`src/rtl/vec_mac_if.sv`:
```
// Job, operand and result bundle for the vec_mac dot-product engine.
// master drives jobs and operands and takes results; slave is the engine.
interface vec_mac_if #(
    parameter int A_BITWIDTH   = 8,
    parameter int B_BITWIDTH   = A_BITWIDTH,
    parameter int LEN_BITWIDTH = 8,
    parameter int OUT_BITWIDTH = 20,
    parameter int C_BITWIDTH   = OUT_BITWIDTH - 1
);
    logic                           start;
    logic        [LEN_BITWIDTH-1:0] len;
    logic signed [C_BITWIDTH-1:0]   bias;
    logic                           busy;

    logic                           in_valid;
    logic                           in_ready;
    logic signed [A_BITWIDTH-1:0]   in_a;
    logic signed [B_BITWIDTH-1:0]   in_b;

    logic                           out_valid;
    logic                           out_ready;
    logic signed [OUT_BITWIDTH-1:0] out_data;
    logic                           ovf;

    modport master (
        output start, len, bias, in_valid, in_a, in_b, out_ready,
        input  busy, in_ready, out_valid, out_data, ovf
    );

    modport slave (
        input  start, len, bias, in_valid, in_a, in_b, out_ready,
        output busy, in_ready, out_valid, out_data, ovf
    );
endinterface

```
`src/rtl/vec_mac.sv`:
```
// Sequential signed dot-product engine: accumulates len products, adds bias, saturates.
// Define VEC_MAC_RELU_EN to clamp negative saturated results to zero.
module vec_mac #(
    parameter int A_BITWIDTH   = 8,
    parameter int B_BITWIDTH   = A_BITWIDTH,
    parameter int LEN_BITWIDTH = 8,
    parameter int ACC_BITWIDTH = A_BITWIDTH + B_BITWIDTH + LEN_BITWIDTH,
    parameter int OUT_BITWIDTH = 20,
    parameter int C_BITWIDTH   = OUT_BITWIDTH - 1
) (
    input  logic        clk,
    input  logic        rstn,
    vec_mac_if.slave    bus
);
    localparam int PROD_W = A_BITWIDTH + B_BITWIDTH;
    localparam int SUM_W  = ACC_BITWIDTH + 1;

    localparam logic signed [SUM_W-1:0] SAT_MAX =
        {{(SUM_W - OUT_BITWIDTH + 1){1'b0}}, {(OUT_BITWIDTH - 1){1'b1}}};
    localparam logic signed [SUM_W-1:0] SAT_MIN =
        {{(SUM_W - OUT_BITWIDTH + 1){1'b1}}, {(OUT_BITWIDTH - 1){1'b0}}};

    typedef enum logic [1:0] {IDLE, ACCUM, BIAS, OUT} state_t;

    state_t                         state, state_next;
    logic signed [ACC_BITWIDTH-1:0] acc;
    logic        [LEN_BITWIDTH-1:0] count;
    logic        [LEN_BITWIDTH-1:0] len_q;
    logic signed [C_BITWIDTH-1:0]   bias_q;

    logic signed [PROD_W-1:0]       prod;
    logic signed [SUM_W-1:0]        sum;
    logic signed [OUT_BITWIDTH-1:0] sat_result;
    logic signed [OUT_BITWIDTH-1:0] result;
    logic                           sat_ovf;
    logic                           in_fire;
    logic                           last_pair;

    assign in_fire   = bus.in_valid && bus.in_ready;
    assign last_pair = (count == len_q - LEN_BITWIDTH'(1));
    assign prod      = bus.in_a * bus.in_b;
    // One extra bit so acc + bias can never wrap before the clamp sees it.
    assign sum       = SUM_W'(acc) + SUM_W'(bias_q);

    always_comb begin
        // NOTE: every output of a combinational block gets a default first, so no path can infer a latch.
        sat_result = sum[OUT_BITWIDTH-1:0];
        sat_ovf    = 1'b0;
        if (sum > SAT_MAX) begin
            sat_result = SAT_MAX[OUT_BITWIDTH-1:0];
            sat_ovf    = 1'b1;
        end else if (sum < SAT_MIN) begin
            sat_result = SAT_MIN[OUT_BITWIDTH-1:0];
            sat_ovf    = 1'b1;
        end
    end

`ifdef VEC_MAC_RELU_EN
    assign result = sat_result[OUT_BITWIDTH-1] ? '0 : sat_result;
`else
    assign result = sat_result;
`endif

    always_comb begin
        state_next = state;
        unique case (state)
            IDLE:    if (bus.start) state_next = (bus.len != '0) ? ACCUM : BIAS;
            ACCUM:   if (in_fire && last_pair) state_next = BIAS;
            BIAS:    state_next = OUT;
            OUT:     if (bus.out_ready) state_next = IDLE;
            default: state_next = IDLE;
        endcase
    end

    // Handshake outputs are decoded from the next state so they are registered yet cycle-exact.
    always_ff @(posedge clk or negedge rstn) begin
        if (!rstn) begin
            state         <= IDLE;
            acc           <= '0;
            count         <= '0;
            len_q         <= '0;
            bias_q        <= '0;
            bus.busy      <= 1'b0;
            bus.in_ready  <= 1'b0;
            bus.out_valid <= 1'b0;
            bus.out_data  <= '0;
            bus.ovf       <= 1'b0;
        end else begin
            // NOTE: sequential state uses non-blocking assignments so every register samples pre-edge values.
            state         <= state_next;
            bus.busy      <= (state_next != IDLE);
            bus.in_ready  <= (state_next == ACCUM);
            bus.out_valid <= (state_next == OUT);
            unique case (state)
                IDLE: if (bus.start) begin
                    len_q  <= bus.len;
                    bias_q <= bus.bias;
                    acc    <= '0;
                    count  <= '0;
                end
                ACCUM: if (in_fire) begin
                    acc   <= acc + ACC_BITWIDTH'(prod);
                    count <= count + LEN_BITWIDTH'(1);
                end
                BIAS: begin
                    bus.out_data <= result;
                    bus.ovf      <= sat_ovf;
                end
                default: ;
            endcase
        end
    end
endmodule

```
`src/flat_wrapper.sv`:
```
// flat-port wrapper written by rule: the top's interface ports become plain ports
module vec_mac_flat 
#(
    parameter int A_BITWIDTH   = 8,
    parameter int B_BITWIDTH   = A_BITWIDTH,
    parameter int LEN_BITWIDTH = 8,
    parameter int ACC_BITWIDTH = A_BITWIDTH + B_BITWIDTH + LEN_BITWIDTH,
    parameter int OUT_BITWIDTH = 20,
    parameter int C_BITWIDTH   = OUT_BITWIDTH - 1
)
  (clk, rstn, bus_start, bus_len, bus_bias, bus_in_valid, bus_in_a, bus_in_b, bus_out_ready, bus_busy, bus_in_ready, bus_out_valid, bus_out_data, bus_ovf);
  vec_mac_if #(.A_BITWIDTH(A_BITWIDTH), .B_BITWIDTH(B_BITWIDTH), .LEN_BITWIDTH(LEN_BITWIDTH), .OUT_BITWIDTH(OUT_BITWIDTH), .C_BITWIDTH(C_BITWIDTH)) bus_i ();
  input  logic clk;
  input  logic rstn;
  input wire logic [$bits(bus_i.start)-1:0] bus_start;
  input wire logic [$bits(bus_i.len)-1:0] bus_len;
  input wire logic [$bits(bus_i.bias)-1:0] bus_bias;
  input wire logic [$bits(bus_i.in_valid)-1:0] bus_in_valid;
  input wire logic [$bits(bus_i.in_a)-1:0] bus_in_a;
  input wire logic [$bits(bus_i.in_b)-1:0] bus_in_b;
  input wire logic [$bits(bus_i.out_ready)-1:0] bus_out_ready;
  output wire logic [$bits(bus_i.busy)-1:0] bus_busy;
  output wire logic [$bits(bus_i.in_ready)-1:0] bus_in_ready;
  output wire logic [$bits(bus_i.out_valid)-1:0] bus_out_valid;
  output wire logic [$bits(bus_i.out_data)-1:0] bus_out_data;
  output wire logic [$bits(bus_i.ovf)-1:0] bus_ovf;
  assign bus_i.start = bus_start;
  assign bus_i.len = bus_len;
  assign bus_i.bias = bus_bias;
  assign bus_i.in_valid = bus_in_valid;
  assign bus_i.in_a = bus_in_a;
  assign bus_i.in_b = bus_in_b;
  assign bus_i.out_ready = bus_out_ready;
  assign bus_busy = bus_i.busy;
  assign bus_in_ready = bus_i.in_ready;
  assign bus_out_valid = bus_i.out_valid;
  assign bus_out_data = bus_i.out_data;
  assign bus_ovf = bus_i.ovf;
  vec_mac #(.A_BITWIDTH(A_BITWIDTH), .B_BITWIDTH(B_BITWIDTH), .LEN_BITWIDTH(LEN_BITWIDTH), .ACC_BITWIDTH(ACC_BITWIDTH), .OUT_BITWIDTH(OUT_BITWIDTH), .C_BITWIDTH(C_BITWIDTH)) u_core (.clk(clk), .rstn(rstn), .bus(bus_i));
endmodule
```
`config.mk`:
```
export PLATFORM = sky130hd
export DESIGN_NAME = vec_mac_flat
export DESIGN_NICKNAME = d
export VERILOG_FILES = /design/src/rtl/vec_mac_if.sv /design/src/rtl/vec_mac.sv /design/src/flat_wrapper.sv
export SDC_FILE = /design/constraint.sdc
export NUM_CORES = 1
export LEC_CHECK = 0
export CAP_MARGIN = 0
export CORE_ASPECT_RATIO = 0.75
export CORE_UTILIZATION = 55
export CTS_CLUSTER_DIAMETER = 150
export DETAILED_ROUTE_END_ITERATION = 10
export PLACE_DENSITY_LB_ADDON = 0.25
export REMOVE_ABC_BUFFERS = 1
export SLEW_MARGIN = 10
export SYNTH_ARGS = -nofsm -noshare
export SYNTH_HDL_FRONTEND = slang
export SYNTH_SLANG_ARGS = --single-unit
```
`constraint.sdc`:
```
create_clock -name clk -period 15.8 [get_ports clk]
set_input_delay 2.37 -clock clk [delete_from_list [all_inputs] [get_ports clk]]
set_output_delay 2.37 -clock clk [all_outputs]
set_load 0.02 [all_outputs]
```
## Word-level counts from Yosys, hierarchy flattened

Cells that the tools add are included.

- Flip-flop bits (word level): 85
- Bits of input ports: 48
- Output and inout bits: 24
- ROM bits: 0
- Memories kept: 0
- Memory bits (writable): 0
- Bits in latches: 0

- Reductions and logical operators: 8
- Div/mod/pow operators: 0
- $add $sub $neg: 4
- Equal/unequal tests: 8
- Mux-type cells: 15
- $lt $le $gt $ge: 2
- Shift operators: 0
- Multiply operators: 1
- Bitwise gates (word level): 0

Operator list:

| kind | number |
|---|---|
| two-way mux 24 bit | 2 |
| one-hot mux 24 bit (2 select lines) | 1 |
| two-way mux 20 bit | 2 |
| adder 24 x 19 -> 25 bit | 1 |
| greater-than comparator 25 x 20 -> 1 bit, second input constant | 1 |
| < comparator 25 x 20 -> 1 bit, second input constant | 1 |
| adder 24 x 16 -> 24 bit | 1 |
| multiplier 8 x 8 -> 16 bit | 1 |
| two-way mux 8 bit | 2 |
| one-hot mux 8 bit (2 select lines) | 1 |
| adder 8 x 1 -> 8 bit, second input constant | 1 |
| equality test 8 bit | 1 |
| two-way mux 2 bit | 4 |
| one-hot mux 2 bit (4 select lines) | 1 |
| nonzero test 8 bit | 1 |
| subtractor 8 x 1 -> 8 bit, second input constant | 1 |
| equality test 2 bit, second input constant | 3 |
| equality test 2 x 1 -> 1 bit, second input constant | 2 |
| nonzero test 2 bit | 2 |
| AND reduction 3 bit | 1 |
| logical AND 1 bit | 2 |
| logical NOT 2 bit | 1 |
| two-way mux 1 bit | 2 |
| != test 2 x 1 -> 1 bit, second input constant | 1 |
| other kinds (2) | 2 |

## Logic depth before layout (Yosys ltp)

Gate-level depths: netlist of the first run.

- Word-level depth: 6
- Mapped depth: 22

## Worst setup path after synthesis of the first run

OpenSTA, ideal clock, no wires.

- Kind: in2reg
- Start: input bus_in_b[1]
- End: register u_core.acc[23]
- Data arrival time: 7.718 ns
- Library setup time: 0.128 ns
- Slack: 7.953 ns
- Path buffers: 1
- Required time: 15.672 ns
- Cell stages on the path: 19
- Path through: clkbuf_1 -> and2_1 -> fa_1 -> inv_1 -> fa_1 -> inv_1 -> fa_1 -> fa_1 -> ha_1 -> ha_1 -> a21oi_1 -> o21ai_0 -> a22o_1 -> a211oi_1 -> nor3_1 -> a2111oi_0 -> a21oi_1 -> xnor2_1 -> o21ai_0

- Word-level cells in the longest chain between the ends: 4

Ends and longest elaborated chain:

| item | line | text |
|---|---|---|
| from (decl) | flat_wrapper.sv:20 | `input wire logic [$bits(bus_i.in_b)-1:0] bus_in_b;` |
| multiplier 8 x 8 -> 16 bit | vec_mac.sv:41 | `assign prod = bus.in_a * bus.in_b;` |
| adder 24 x 16 -> 24 bit | vec_mac.sv:102 | `acc <= acc + ACC_BITWIDTH'(prod);` |
| two-way mux 24 bit | vec_mac.sv:101 | `ACCUM: if (in_fire) begin` |
| one-hot mux 24 bit (2 select lines) | vec_mac.sv:94 | `unique case (state)` |
| to (signal assigned) | vec_mac.sv:102 |  |
| to (decl) | vec_mac.sv:26 | `logic signed [ACC_BITWIDTH-1:0] acc;` |

Every way passes these cells. The select of a mux whose other input is x is not followed.
A chain may end at the register's enable or synchronous reset.

## Final worst setup path of the first run

- Start: input bus_in_b[0]
- End: register u_core.acc[23]

The elaborated chain is that of the path after synthesis.

==> flow_metrics.tcl, run 1 <==
set metrics [dict create \
    status "finished, final reports clean" \
    clockBufferDepth 2 \
    post-dp-hpwl_um 15300 \
    synth_seq_cells 85 \
    synth_top_area_share_pct 24.3 \
    final_common_cell "inv_1" \
    netlist_instances 861 \
    die_area_mm2 0.0164 \
    ant_nets 0 \
    io_pins 72 \
    post_drt_wl_per_cell_um 16.5 \
    worst_pin_slew_ns 1.15 \
    layout_common_cells "110 x inv_1, 105 x fa_1, 85 x dfrtp_1, 80 x ha_1, 70 x clkdlybuf4s50_1" \
    cts_tree "yes" \
    maxCapViolCount 0 \
    fin_crit_sh_pct 56.0 \
    vias 6414 \
    crit_path_cell_trace "clkdlybuf4s50_1 -> and2_1 -> inv_1 -> fa_1 -> inv_1 -> fa_1 -> fa_1 -> fa_1 -> fa_1 -> ha_1 -> o21ai_0 -> o21bai_1 -> a31o_2 -> a211oi_1 -> nor3_1 -> a2111oi_0 -> a21oi_1 -> xnor2_1 -> o21ai_0" \
    yosys_warnings 0 \
    crit_family "adder cells" \
    path_class "in -> reg" \
    antenna_cells 0 \
    first_iter_violations 448 \
    slowest_stage "and2_1" \
    start_util_pct 57.0 \
    synth_seq_area_share_pct 24.3 \
    hold_violations 0 \
    tns_ns 0 \
    synth.cell_area_mm2 0.00876 \
    cts_sinks 85 \
    cts_root_buf "clkbuf_16" \
    async_flop_share_pct 100 \
    clkTransAtPathRegs_ns 0.06 \
    setup_viol 0 \
    place_congestion 0.898 \
    fin_skew_ns 0.00687 \
    cp-end-kind "register" \
    layout.nets 1162 \
    worst_setup_path_start_kind "primary input" \
    slew_violations 0 \
    critical_path_required_ns 16.01 \
    grt_max_degree 50 \
    worstPathBufferInverterCount 3 \
    hold_path_class "reg -> reg" \
    core_area_mm2 0.0154 \
    fmax_ghz 0.113 \
    die_y_um 111 \
    routed_wl_um 18800 \
    grt_pass1_vias 6464 \
    rows 39 \
    post-cts-setup-buffers 0 \
    drc 0 \
    period_needed_ns 8.84 \
    fillers 1267 \
    drive_gt1_share_pct 6.32 \
    avgViaCountPerCell 5.63 \
    slew_headroom_pct 23.1 \
    synth_cell_types 60 \
    regArea_mm2 0.00213 \
    cts_buffers 9 \
    synth_edf_count 0 \
    cts_max_level 3 \
    hold_buffers 0 \
    avgSynthCellArea_um2 10.2 \
    grt_remaining_overflow 0 \
    worstSkewPairLatency_ns 0.34 \
    die_w_um 148 \
    multiInputGateArea_mm2 0.00613 \
    critical_path_arrival_ns 9.05 \
    rsz0062_at_grt "no" \
    cts_resized 0 \
    dr.pass1.iters 6 \
    cp_max_fo 17 \
    portBuffers 71 \
    antenna_found_initial 0 \
    track_usage_pct 25.1 \
    yosysTopAreaCell "dfrtp_1" \
    syn_to_final_growth_pct 14.6 \
    crit_top_cell "fa_1" \
    yosys_most_used_dff "dfrtp_1" \
    grt_pass1_wl_um 32600 \
    max_stage_delay_ns 0.80 \
    ys_top_cells_by_area "dfrtp_1 24%, fa_1 24%, ha_1 11%" \
]
==> per-layer routing <==
layer  vias to the layer above  part of all wire, %  global-route usage [%]
met5                         -                    0                       0
met4                         0                 0.75                    4.40
met3                        16                  4.9                    3.79
met2                       155                   44                    37.5
met1                      3184                   50                    39.1
li1                       3059                    -                       -
==> metrics by stage <==
stage	utilization (%)	instance area (um2)	std cells	setup slack [ns]	hold WS (ns)
detailed placement	63.0	9680	1123	6.65	0.489
finish	65.3	10000	1139	6.96	0.509
global placement	63.0	9680	1123	6.91	0.496
floorplan	-	8670	842	8.04	0.469
global route	65.3	10000	1139	6.45	0.544
CTS	65.3	10000	1139	7.00	0.514
==> final cells by class <==
cell class	count	area share, %
clock buffers	11	2.52
clock inverters	5	1.03
inverters	111	4.15
multi-input cells	646	61.1
flip-flops and latches	85	21.2
well taps	205	2.56
repair buffers	76	7.43
==> kinds of logic after synthesis <==
group	share of synthesized area (%)
compound gates	14.3
xor+xnor	5.30
fa+ha+maj	35.4
buf+inv	5.77
flops	24.3
mux	3.09
simple gates	11.8
==> sequential cells by signal (all words and copies together) (netlist names) <==
| signal | flops |
|---|---|
| u_core.bus.in_ready | 1 |
| u_core.state | 2 |
| u_core.acc | 24 |
| u_core.count | 8 |
| u_core.bus.ovf | 1 |
| u_core.bus.out_valid | 1 |
| u_core.len_q | 8 |
| u_core.bus.busy | 1 |
| u_core.bias_q | 19 |
| u_core.bus.out_data | 20 |
==> cell usage after synthesis (10+ instances only) <==
library cell	instances
dfrtp_1	85
ha_1	80
and2_1	34
o21ai_0	46
nand3_1	14
xor2_1	21
a21o_1	18
nand2_1	63
a221o_1	20
or3_1	10
mux2_2	24
clkbuf_1	13
fa_1	105
nor2_1	38
xnor2_1	32
inv_1	110
a21oi_1	35
==> final timing paths <==
check | from | end | slack [ns] | cells past startpoint
setup / recovery | bus_in_b[0] | u_core.acc[23] | 6.96 | 19
hold / removal | u_core.bus.out_data[19] | u_core.bus.out_data[19] | 0.51 | 1
setup reg to reg | u_core.acc[6] | u_core.acc[23] | 10.00 | 19
hold reg to reg | u_core.bus.out_data[19] | u_core.bus.out_data[19] | 0.51 | 1
max in group asynchronous | rstn | u_core.len_q[6] | 12.84 | 2
min in group asynchronous | rstn | u_core.bus.out_data[1] | 1.98 | 1
Power of run 1 is left out: the tool's default activity adds up to more than one toggle a clock period on the data nets, which glitch-free logic cannot reach.
==> run 2, diff against run 1 <==
==> constraint.sdc (replaced) <==
create_clock -name clk -period 9.1 [get_ports clk]
set_input_delay 1.365 -clock clk [delete_from_list [all_inputs] [get_ports clk]]
set_output_delay 1.365 -clock clk [all_outputs]
set_load 0.02 [all_outputs]
==> run 2 against run 1 <==
Against the previous run:
- wire length increased by 1.1%
- clock skew decreased by 0.00070 ns
- first-iteration DRC count decreased by 10%
- count of clock-buffer cells in the layout decreased by 1
- critical path type unchanged
==> flow_metrics.tcl, run 2 (same netlist as run 1, synthesis figures left out) <==
set metrics [dict create \
    drive_gt1_share_pct 6.42 \
    vias 6415 \
    setup_viol 0 \
    ant_nets 0 \
    crit_top_cell "fa_1" \
    post-dp-hpwl_um 15500 \
    syn_to_final_growth_pct 14.4 \
    worstPathBufferInverterCount 3 \
    cts_max_level 3 \
    worstSkewPairLatency_ns 0.34 \
    post_drt_wl_per_cell_um 16.6 \
    slew_violations 0 \
    crit_family "adder cells" \
    grt_pass1_vias 6532 \
    tns_ns 0 \
    clockBufferDepth 2 \
    core_area_mm2 0.0154 \
    fin_skew_ns 0.00618 \
    die_y_um 111 \
    cts_resized 0 \
    period_needed_ns 7.79 \
    grt_pass1_wl_um 32900 \
    rsz0062_at_grt "no" \
    cp-end-kind "register" \
    cts_buffers 9 \
    dr.pass1.iters 5 \
    cts_tree "yes" \
    first_iter_violations 403 \
    antenna_cells 0 \
    critical_path_arrival_ns 7.98 \
    worst_setup_path_start_kind "primary input" \
    slowest_stage "and2_1" \
    critical_path_required_ns 9.29 \
    clkTransAtPathRegs_ns 0.06 \
    hold_violations 0 \
    fin_crit_sh_pct 85.6 \
    grt_remaining_overflow 0 \
    worst_pin_slew_ns 1.11 \
    slew_headroom_pct 25.8 \
    layout.nets 1163 \
    max_stage_delay_ns 0.77 \
    status "finished, final reports clean" \
    hold_path_class "reg -> reg" \
    portBuffers 71 \
    place_congestion 0.892 \
    die_w_um 148 \
    io_pins 72 \
    path_class "in -> reg" \
    largestRegisters "u_core.acc: 24 flops, u_core.bus.out_data: 20 flops, u_core.bias_q: 19 flops" \
    regMostFlops "u_core.acc" \
    track_usage_pct 25.3 \
    fillers 1271 \
    crit_path_cell_trace "clkdlybuf4s50_1 -> and2_1 -> inv_1 -> fa_1 -> inv_1 -> fa_1 -> fa_1 -> fa_1 -> fa_1 -> ha_1 -> o21ai_0 -> o21bai_1 -> a31o_2 -> a211oi_1 -> nor3_1 -> a2111oi_0 -> a21oi_1 -> xnor2_1 -> o21ai_0" \
    routed_wl_um 19000 \
    grt_max_degree 50 \
    cp_max_fo 17 \
    maxCapViolCount 0 \
    cts_root_buf "clkbuf_16" \
    rows 39 \
    antenna_found_initial 0 \
    fmax_ghz 0.128 \
    layout_common_cells "110 x inv_1, 105 x fa_1, 85 x dfrtp_1, 80 x ha_1, 70 x clkdlybuf4s50_1" \
    final_common_cell "inv_1" \
    largest_reg_flops 24 \
    drc 0 \
    hold_buffers 0 \
    cts_sinks 85 \
    avgViaCountPerCell 5.63 \
    start_util_pct 57.0 \
    post-cts-setup-buffers 0 \
    die_area_mm2 0.0164 \
]
[run 2: changes by cell type in the layout (fill, tap and decap cells not counted)]
| cell | change |
|---|---|
| clkinv_2 | -1 |
| clkbuf_8 | -1 |
| inv_6 | +1 |
| bufinv_16 | -1 |
| clkinvlp_4 | +2 |
| buf_4 | +1 |
[run 2: final cells by class]
cell class	instances	area [um2]	share of cell area, %
clock buffers	10	239	2.39
clock inverters	6	92.6	0.924
inverters	111	417	4.16
multi-input cells	646	6130	61.2
flip-flops and latches	85	2130	21.2
well taps	205	256	2.56
repair buffers	77	753	7.52
[run 2: worst paths after layout]
path,start,to,slack (ns),cells after the start
worst max-delay path,bus_in_b[0],u_core.acc[23],1.31,19
worst min-delay path,u_core.bus.out_data[19],u_core.bus.out_data[19],0.51,1
min in group asynchronous,rstn,u_core.bus.out_data[1],0.98,1
worst max register to register,u_core.acc[6],u_core.acc[23],3.39,19
max in group asynchronous,rstn,u_core.bias_q[17],7.14,2
worst min register to register,u_core.bus.out_data[19],u_core.bus.out_data[19],0.51,1
[run 2: worst register-to-register path: stages (launching register included)]
cell       delay [ns]
dfrtp_1          0.39
inv_1            0.08
fa_1             0.53
inv_1            0.05
fa_1             0.49
inv_1            0.05
fa_1             0.48
inv_1            0.06
fa_1             0.48
ha_1             0.30
ha_1             0.24
a211oi_1         0.32
o21bai_1         0.15
a31o_2           0.30
a211oi_1         0.37
nor3_1           0.12
a2111oi_0        0.67
a21oi_1          0.18
xnor2_1          0.20
o21ai_0          0.10
[run 2: routing by layer]
layer  vias up  track usage [%]  wire [um]
met5         -                0          0
met4         0             4.40        210
met3        19             4.44        927
met2       156             37.6       8310
met1      3176             39.1       9520
li1       3064                -          -
[run 2: per-stage QoR]
| stage | worst slack (ns) | hold slack [ns] | cells | utilization, % | instance area [um2] |
|---|---|---|---|---|---|
| 2_1_floorplan | 2.35 | 0.469 | 842 | - | 8670 |
| 3_3_place_gp | 1.22 | 0.496 | 1124 | 63.0 | 9690 |
| 3_5_place_dp | 1.08 | 0.489 | 1124 | 63.0 | 9690 |
| 4_1_cts | 1.40 | 0.515 | 1140 | 65.2 | 10000 |
| 5_1_grt | 0.938 | 0.527 | 1140 | 65.2 | 10000 |
| 6_report | 1.31 | 0.509 | 1140 | 65.2 | 10000 |
Power of run 2 is left out for the same reason.
==> run 3, diff against run 2 <==
--- a/config.mk
+++ b/config.mk
@@ -5,14 +5,15 @@
 export SDC_FILE = /design/constraint.sdc
 export NUM_CORES = 1
 export LEC_CHECK = 0
+export ABC_CLOCK_PERIOD_IN_PS = 9100
 export CAP_MARGIN = 0
 export CORE_ASPECT_RATIO = 0.75
-export CORE_UTILIZATION = 55
+export CORE_UTILIZATION = 43
 export CTS_CLUSTER_DIAMETER = 150
 export DETAILED_ROUTE_END_ITERATION = 10
 export PLACE_DENSITY_LB_ADDON = 0.25
 export REMOVE_ABC_BUFFERS = 1
-export SLEW_MARGIN = 10
+export SLEW_MARGIN = 20
 export SYNTH_ARGS = -nofsm -noshare
 export SYNTH_HDL_FRONTEND = slang
 export SYNTH_SLANG_ARGS = --single-unit
==> run 3 against run 2 <==
Against the previous run:
- register-to-register slack lost 0.02 ns
- non-clock buffer count shrank 1
- maximum frequency is essentially flat
- first-iteration DRC count shrank 8.2%
- clock skew grew 0.0014 ns
- wire length shrank 2.6%
==> flow_metrics.tcl, run 3 (same netlist as run 1, synthesis figures left out) <==
set metrics [dict create \
    dr.pass1.iters 4 \
    fin_crit_sh_pct 85.5 \
    worstSkewPairLatency_ns 0.34 \
    antenna_found_initial 0 \
    cp-end-kind "register" \
    dp_slack_ns 0.964 \
    hold_buffers 0 \
    rsz0062_at_grt "no" \
    antenna_cells 0 \
    fin_skew_ns 0.00754 \
    syn_to_final_growth_pct 14.9 \
    place_congestion 0.807 \
    io_pins 72 \
    drc 0 \
    layout.nets 1162 \
    grt_pass1_vias 6160 \
    path_class "in -> reg" \
    die_area_mm2 0.0210 \
    cts_resized 0 \
    regArea_mm2 0.00213 \
    grt_remaining_overflow 0 \
    rows 44 \
    layout_common_cells "110 x inv_1, 105 x fa_1, 85 x dfrtp_1, 80 x ha_1, 70 x clkdlybuf4s50_1" \
    portBuffers 71 \
    fmax_ghz 0.128 \
    maxCapViolCount 0 \
    post-dp-hpwl_um 15000 \
    cts_sinks 85 \
    setup_viol 0 \
    regMostFlops "u_core.acc" \
    slew_headroom_pct 27.1 \
    fillers 1786 \
    routed_wl_um 18500 \
    ant_nets 0 \
    post-cts-setup-buffers 0 \
    cts_max_level 3 \
    worst_pin_slew_ns 1.09 \
    start_util_pct 44.6 \
    die_w_um 167 \
    track_usage_pct 19.1 \
    post_drt_wl_per_cell_um 15.6 \
    worst_setup_path_start_kind "primary input" \
    slew_violations 0 \
    avgViaCountPerCell 5.29 \
    period_needed_ns 7.78 \
    status "finished, final reports clean" \
    drive_gt1_share_pct 6.42 \
    largestRegisters "u_core.acc: 24 flops, u_core.bus.out_data: 20 flops, u_core.bias_q: 19 flops" \
    critical_path_arrival_ns 7.98 \
    largest_reg_flops 24 \
    vias 6276 \
    critical_path_required_ns 9.30 \
    clkTransAtPathRegs_ns 0.07 \
    clockBufferDepth 2 \
    grt_max_degree 86 \
    hold_path_class "reg -> reg" \
    multiInputGateArea_mm2 0.00614 \
    tns_ns 0 \
    hold_violations 0 \
    first_iter_violations 370 \
    grt_pass1_wl_um 32000 \
    cts_buffers 9 \
    die_y_um 126 \
    cts_root_buf "clkbuf_16" \
    final_common_cell "inv_1" \
    cts_tree "yes" \
    cp_max_fo 17 \
    setup_slack_ns 1.32 \
    core_area_mm2 0.0197 \
]
[run 3: worst paths after layout]
kind | startpoint | to | slack, ns | cells past startpoint
worst min register to register | u_core.bus.out_data[0] | u_core.bus.out_data[0] | 0.51 | 1
max in group asynchronous | rstn | u_core.len_q[7] | 7.48 | 1
worst max register to register | u_core.acc[6] | u_core.acc[23] | 3.37 | 19
min in group asynchronous | rstn | u_core.bus.out_data[0] | 1.06 | 1
worst min-delay path | u_core.bus.out_data[0] | u_core.bus.out_data[0] | 0.51 | 1
worst max-delay path | bus_in_b[0] | u_core.acc[23] | 1.32 | 19
[run 3: routing by layer]
metal,wire [um],track usage (%)
met5,0,0
met4,85,2.07
met3,588,3.01
met2,8170,28.2
met1,9630,30.2
[run 3: critical path: stages]
cell	delay (ns)
clkdlybuf4s50_1	0.63
and2_1	0.81
inv_1	0.15
fa_1	0.53
inv_1	0.05
fa_1	0.51
fa_1	0.44
fa_1	0.58
fa_1	0.42
ha_1	0.33
o21ai_0	0.11
o21bai_1	0.12
a31o_2	0.31
a211oi_1	0.38
nor3_1	0.12
a2111oi_0	0.67
a21oi_1	0.17
xnor2_1	0.19
o21ai_0	0.08
[run 3: layout make-up]
| type | instances | share of cell area (%) |
|---|---|---|
| inverters | 111 | 4.14 |
| well taps | 253 | 3.15 |
| clock inverters | 7 | 0.821 |
| clock buffers | 9 | 2.24 |
| multi-input cells | 646 | 61.0 |
| flip-flops and latches | 85 | 21.1 |
| repair buffers | 76 | 7.49 |
[run 3: metrics by stage]
| stage | cell area (um2) | hold slack, ns | util, % | std cells |
|---|---|---|---|---|
| global route | 10100 | 0.539 | 51.2 | 1187 |
| detailed placement | 9740 | 0.491 | 49.6 | 1170 |
| global placement | 9740 | 0.495 | 49.6 | 1170 |
| floorplan | 8670 | 0.469 | - | 842 |
| finish | 10100 | 0.513 | 51.2 | 1187 |
| CTS | 10000 | 0.521 | 51.1 | 1186 |
Power of run 3 is left out for the same reason.
